<file path="src/rtl/countdown_timer.sv">
// countdown_timer: loads a seconds value, decrements it once per prescaled
// second and flags expiry at zero. Supports pause/resume and abort.
// Per-edge priority: abort, then start, then pause, then the prescaler tick.
module countdown_timer #(
   parameter int TICK_DIV = 48000000,
   parameter int PRESC_W  = $clog2(TICK_DIV)
) (
   input  logic        MCLK,
   input  logic        nRESET,
   input  logic [15:0] TIMESET,
   input  logic        nSTART,
   input  logic        nPAUSE,
   input  logic        nABORT,
   output logic [15:0] TIMELEFT,
   output logic        RUNNING,
   output logic        PAUSED,
   output logic        EXPIRED,
   output logic        EXPIRE_PULSE
);

   typedef enum logic [1:0] {
      ST_IDLE  = 2'd0,
      ST_RUN   = 2'd1,
      ST_PAUSE = 2'd2,
      ST_DONE  = 2'd3
   } state_t;

   localparam logic [PRESC_W-1:0] PRESC_MAX = PRESC_W'(TICK_DIV - 1);

   state_t             state_q, state_d;
   logic [PRESC_W-1:0] presc_q, presc_d;
   logic [15:0]        timeleft_q, timeleft_d;
   logic               running_q, running_d;
   logic               paused_q, paused_d;
   logic               expired_q, expired_d;
   logic               pulse_q, pulse_d;
   logic               load;
   logic               do_tick;

   // Next-state, prescaler and seconds counter; status flags decoded from the next state
   always_comb begin
      state_d    = state_q;
      presc_d    = presc_q;
      timeleft_d = timeleft_q;
      load       = 1'b0;
      do_tick    = 1'b0;

      case (state_q)
         ST_IDLE: begin
            // Abort in IDLE is a no-op, but it still masks a simultaneous start.
            if (nABORT && !nSTART) load = 1'b1;
         end
         ST_RUN: begin
            // A start request while running is ignored; it does not stall the tick.
            if (!nABORT)      state_d = ST_IDLE;
            else if (!nPAUSE) state_d = ST_PAUSE;
            else              do_tick = 1'b1;
         end
         ST_PAUSE: begin
            // Releasing pause counts on the same edge, so the frozen time equals
            // exactly the number of edges nPAUSE was sampled low.
            if (!nABORT) state_d = ST_IDLE;
            else if (nPAUSE) begin
               state_d = ST_RUN;
               do_tick = 1'b1;
            end
         end
         ST_DONE: begin
            if (!nABORT)      state_d = ST_IDLE;
            else if (!nSTART) load = 1'b1;
         end
         default: state_d = ST_IDLE;
      endcase

      if (load) begin
         timeleft_d = TIMESET;
         presc_d    = '0;
         state_d    = (TIMESET != 16'd0) ? ST_RUN : ST_DONE;
      end

      if (do_tick) begin
         if (presc_q < PRESC_MAX) begin
            presc_d = presc_q + 1'b1;
         end else begin
            presc_d = '0;
            // Never wrap below zero; reaching zero ends the countdown on this edge.
            if (timeleft_q != 16'd0) begin
               timeleft_d = timeleft_q - 16'd1;
               if (timeleft_q == 16'd1) state_d = ST_DONE;
            end
         end
      end

      running_d = (state_d == ST_RUN);
      paused_d  = (state_d == ST_PAUSE);
      expired_d = (state_d == ST_DONE);
      // A reload straight back into DONE counts as a fresh expiry.
      pulse_d   = (state_d == ST_DONE) && ((state_q != ST_DONE) || load);
   end

   // State and output registers, cleared asynchronously
   always_ff @(posedge MCLK or negedge nRESET) begin
      if (!nRESET) begin
         state_q    <= ST_IDLE;
         presc_q    <= '0;
         timeleft_q <= 16'd0;
         running_q  <= 1'b0;
         paused_q   <= 1'b0;
         expired_q  <= 1'b0;
         pulse_q    <= 1'b0;
      end else begin
         state_q    <= state_d;
         presc_q    <= presc_d;
         timeleft_q <= timeleft_d;
         running_q  <= running_d;
         paused_q   <= paused_d;
         expired_q  <= expired_d;
         pulse_q    <= pulse_d;
      end
   end

   assign TIMELEFT     = timeleft_q;
   assign RUNNING      = running_q;
   assign PAUSED       = paused_q;
   assign EXPIRED      = expired_q;
   assign EXPIRE_PULSE = pulse_q;

endmodule

</file>
<file path="config.mk">
export PLATFORM = sky130hd
export DESIGN_NAME = countdown_timer
export DESIGN_NICKNAME = d
export VERILOG_FILES = /design/src/rtl/countdown_timer.sv
export SDC_FILE = /design/constraint.sdc
export NUM_CORES = 1
export LEC_CHECK = 0
export BUFFER_PORTS_ARGS = -buffer_cell sky130_fd_sc_hd__buf_2
export CAP_MARGIN = 10
export CORE_MARGIN = 4
export CORE_UTILIZATION = 35
export CTS_CLUSTER_DIAMETER = 60
export DETAILED_ROUTE_END_ITERATION = 6
export GPL_ROUTABILITY_DRIVEN = 0
export SETUP_SLACK_MARGIN = 0.15
export SKIP_CTS_REPAIR_TIMING = 1
export SYNTH_ARGS = -nofsm -noshare
export SYNTH_HDL_FRONTEND = slang
export SYNTH_SLANG_ARGS = --single-unit
</file>
<file path="constraint.sdc">
create_clock -name MCLK -period 3 [get_ports MCLK]
set_input_delay 0.6 -clock MCLK [delete_from_list [all_inputs] [get_ports MCLK]]
set_output_delay 0.6 -clock MCLK [all_outputs]
set_load 0.02 [all_outputs]
</file>
Word-level counts from Yosys, hierarchy flattened --
Cells that the tools add are included.
Word-level totals: register bits after elaboration 48, latch bits 0, memory bits (writable) 0, memory bits (read-only) 0, input bits 21, output and inout port bits 20, logic and storage cells 53, memories 0
Cells by class: add/sub/neg operators 2, multipliers 0, divide/modulo/power cells 0, magnitude comparators 1, eq/ne operators 8, shifts and indexed selects 0, mux-type cells 26, bitwise operators 0, reductions and logical operators 9
Operators with widths (number):
- 26-bit two-way mux | 3
- 16-bit two-way mux | 4
- 16-bit nonzero test | 2
- 26-bit by 1-bit adder with 26-bit output (second input constant) | 1
- 26-bit less-than comparator (second input constant) | 1
- 2-bit two-way mux | 11
- 16-bit by 1-bit == test with 1-bit output (second input constant) | 1
- 16-bit by 1-bit subtractor with 16-bit output (second input constant) | 1
- 2-bit == test (second input constant) | 4
- 1-bit two-way mux | 6
- 2-bit case mux with 3 select lines | 1
- 2-bit by 1-bit == test with 1-bit output (second input constant) | 2
- 1-bit logical AND | 2
- 2-bit zero test | 1
- 2-bit inequality test (second input constant) | 1
- 1-bit case mux with 2 select lines | 1
- 2-bit nonzero test | 1
- 2-bit OR reduction | 1
- 1-bit zero test | 1
- 1-bit logical OR | 1

Logic depth before layout (Yosys ltp) --
depth in word-level cells 11, gate-level depth with buffers 9

Worst setup path before layout --
Ideal clock, no wire load.
kind reg2reg, start register presc_q[0], end register timeleft_q[10], in the netlist TIMELEFT[10], setup time 0.077 ns, data arrival time 2.164 ns, slack 0.759 ns, cell stages (with the launch flop) 9, buffers on the path 1, clock period less this slack 2.241 ns, cell sequence dfrtp_1 > ha_1 > nand4_4 > or3_4 > nor3_4 > o21a_1 > buf_4 > mux2_2 > a21oi_1
Between the ends: cells in the longest elaborated chain, start to end 3
RTL lines:
- start: declaration | RTL line 31 | logic [PRESC_W-1:0] presc_q, presc_d;
- start signal: assignment | RTL line 113 | presc_q <= presc_d;
- 26-bit less-than comparator | RTL line 82 | if (presc_q < PRESC_MAX) begin
- 16-bit two-way mux | RTL line 82
- 16-bit two-way mux | RTL line 81 | if (do_tick) begin
- net timeleft_d[10] | RTL line 32 | logic [15:0] timeleft_q, timeleft_d;
- end signal: assignment | RTL line 114 | timeleft_q <= timeleft_d;
- end: declaration | RTL line 32
The timed path passes the listed nets, and every way through them passes these cells. A chain may end at the register's enable or synchronous reset.

Final worst setup path --
start register presc_q[0], end register presc_q[22]
Between the ends: cells in the longest elaborated chain, start to end 3, elaborated cells between the ends (all ways) 4, classes of those cells add/sub: 1; order compare: 1; mux: 2
RTL lines (RTL line):
- 26-bit by 1-bit adder with 26-bit output or 26-bit less-than comparator (tied branches) | 83, 82
- 26-bit two-way mux * | 82
- 26-bit two-way mux * | 81
Mark *: on every way between the ends. The rest lies on a longest branch, timed or not.

==> flow_metrics.env <==
export IMPL_worstPathArrival_ns=2.74
export IMPL_wl_per_cell_um=15.5
export IMPL_grt_overflow=0
export IMPL_seq_area_frac_synth=0.401
export IMPL_critPathMaxFanout=7
export IMPL_postRouteAntennaNets=0
export IMPL_ys_seq_elements=48
export IMPL_vias_per_cell=5.60
export IMPL_top_signal_layer_used="met4"
export IMPL_synth_common_cells="dfrtp_1, nor2_1, nand2_1"
export IMPL_clock_sinks=48
export IMPL_slew_viol_final=0
export IMPL_p_sw_mw=1.01
export IMPL_max_slew_margin_rel=0.595
export IMPL_first_pass_iters=4
export IMPL_crit_path_end_kind="register"
export IMPL_antenna_cells=0
export IMPL_synthSimpleGateAreaFrac=0.253
export IMPL_yosysWarnings=0
export IMPL_grt_pass1_vias=2645
export IMPL_portBuffers=40
export IMPL_avgSynthCellArea_um2=8.80
export IMPL_vdd_drop_max_mv=0.219
export IMPL_stdcell_area_um2=3390
export IMPL_drc=0
export IMPL_synth_fa_ha_area_frac=0.0376
export IMPL_seqPwrFrac=0.422
export IMPL_setup_violations=0
export IMPL_synth_nets=370
export IMPL_synth_xor_area_share=0
export IMPL_die_w_um=100
export IMPL_finalHoldViolCount=0
export IMPL_area_delta_synth_final_pct=13.3
export IMPL_dr_wl_met2_mm=3.57
export IMPL_dp_hpwl_mm=5.51
export IMPL_synth_area_leaders="dfrtp_1, o21ai_0, ha_1"
export IMPL_die_area_um2=10100
export IMPL_required_ns=3.20
export IMPL_period_needed_ns=2.53
export IMPL_initial_utilization=0.362
export IMPL_cellPowerDensity_nw_per_um2=691
export IMPL_drv_cap=0
export IMPL_synthArstFlopShare=1.00
export IMPL_clock_fmax_mhz=395
export IMPL_die_height_um=100
export IMPL_clkPwrFrac=0.177
export IMPL_power_frac_comb=0.401
export IMPL_clk_latency_ns=0.31
export IMPL_setup_tns_ns=0
export IMPL_p_int_mw=1.34
export IMPL_numCtsBuffers=5
export IMPL_grt_pass1_wl_mm=12.8
export IMPL_rows=33
export IMPL_synth_top_family_by_area="simple AND/OR/NAND/NOR gates"
export IMPL_synth_compound_area_frac=0.237
export IMPL_fill_cells=846
export IMPL_dpl_cell_area_um2=3300
export IMPL_clock_path_buffers=2
export IMPL_core_um2=8260
export IMPL_ys_flop_type="dfrtp_1"
export IMPL_antenna_found_initial=0
export IMPL_ios=41
export IMPL_power_mw=2.34
export IMPL_post_route_period_util=0.845
export IMPL_synth_enable_flop_cells=0
export IMPL_reg2regPathDepth=7
export IMPL_htree_levels=2
export IMPL_critPathKind="reg -> reg"
export IMPL_drt_initial_drc_count=84
export IMPL_cts_root_buf="clkbuf_8"
export IMPL_wl_mm=7.56
export IMPL_synth_cell_types=52
export IMPL_worst_slew_pin_slew_ns=0.607
export IMPL_num_vias=2733
export IMPL_status="finished clean"
export IMPL_timing_hold_ws_ns=0.0860
export IMPL_hp_class="in -> async"
export IMPL_synth_top_cell_by_area="dfrtp_1"
export IMPL_rsz0062_at_grt="no"
export IMPL_clk_pin_slew_ns=0.10
export IMPL_wl_met1_mm=3.50
export IMPL_synth_top_area_share=0.401
export IMPL_switching_share=0.429
export IMPL_yosysMostFrequentCell="dfrtp_1"
export IMPL_drive_above_1_share=0.180
export IMPL_synth_area_um2=2990
export IMPL_skew_ns=0.0160
export IMPL_p_leak_nw=1.41
export IMPL_nets=413
export IMPL_grt_start_max_net_pins=24
export IMPL_muxShareOfSynthArea=0.0205
export IMPL_worst_setup_path_start_kind="register"
export IMPL_dr_wl_met3_um=371
export IMPL_cts_tree="yes"
export IMPL_netlist_instances=340
export IMPL_grt_use_total=0.155
## worst paths after layout
kind,start,to,slack (ns)
min,nRESET,TIMELEFT[7]$_DFF_PN0_,0.09
max in group asynchronous,nRESET,presc_q[12]$_DFFE_PN0P_,2.38
max reg2reg,presc_q[0]$_DFFE_PN0P_,presc_q[22]$_DFFE_PN0P_,0.47
min reg2reg,presc_q[14]$_DFFE_PN0P_,presc_q[14]$_DFFE_PN0P_,0.51
min in group MCLK,presc_q[14]$_DFFE_PN0P_,presc_q[14]$_DFFE_PN0P_,0.51
max,presc_q[0]$_DFFE_PN0P_,presc_q[22]$_DFFE_PN0P_,0.47
## layout make-up
cell class,count,area (um^2),area share
clock buffer,6,82.6,0.0244
clock inverter,1,8.76,0.00258
sequential,48,1200,0.354
tap,105,131,0.0387
multi-input combinational,262,1640,0.483
inverter,18,67.6,0.0199
timing repair buffer,48,260,0.0768
## critical path, cell delays in order, from the launching register on
cell and delay (ns):
dfrtp_1 0.41, ha_1 0.30, nand4_4 0.17, nor4_1 0.57
nand4_1 0.27, nor3_1 0.39, o21ai_0 0.14, a21o_1 0.19
## sequential cells by signal, summed over array words and instances (netlist names)
register,cells
RUNNING,1
presc_q,26
EXPIRE_PULSE,1
PAUSED,1
TIMELEFT,16
EXPIRED,1
state_q,2
## per-stage QoR
stage	util	cells	worst slack (ns)
4_1_cts	0.411	488	0.487
2_1_floorplan	-	340	0.759
3_3_place_gp	0.400	481	0.529
6_report	0.411	488	0.466
5_1_grt	0.411	488	0.223
3_5_place_dp	0.400	481	0.518
## cells by family after synthesis
group	after synthesis
muxes	6
DFF	48
and+or+nand+nor	142
buffers and inverters	30
AOI/OAI and AO/OA	105
adders and majority gates	9
## routing by layer
layer  vias to the layer above  GRT usage
met5                         -          0
met4                         0     0.0477
met3                        12     0.0311
met2                        55      0.256
met1                      1316      0.205
li1                       1350          -
## cell usage in the layout (no fill, tap or decap), types with 6 or more instances in the layout
| cell | Yosys | layout |
|---|---|---|
| nor3_1 | 20 | 20 |
| clkbuf_8 | 0 | 6 |
| o21a_1 | 7 | 7 |
| nand2_1 | 27 | 27 |
| inv_1 | 18 | 18 |
| and2_1 | 7 | 7 |
| nand3_1 | 10 | 10 |
| nor4_1 | 7 | 7 |
| ha_1 | 9 | 9 |
| a21oi_1 | 20 | 20 |
| buf_2 | 2 | 40 |
| o21ai_0 | 24 | 24 |
| nor2_1 | 29 | 29 |
| buf_4 | 1 | 8 |
| dfrtp_1 | 48 | 48 |
| a31oi_1 | 14 | 14 |
| o211a_1 | 6 | 6 |
| or3_1 | 11 | 11 |
| nand4_1 | 9 | 9 |
## power by group through the flow
stage	logic (mW)	registers, mW	clock network [mW]
4_1_cts	0.948	0.985	0.430
3_3_place_gp	0.927	0.998	0
2_1_floorplan	0.514	1.11	0
5_1_grt	1.05	1.01	0.451
3_5_place_dp	0.944	0.998	0
6_report	0.941	0.988	0.414
Power figures use the tool's default switching activity.
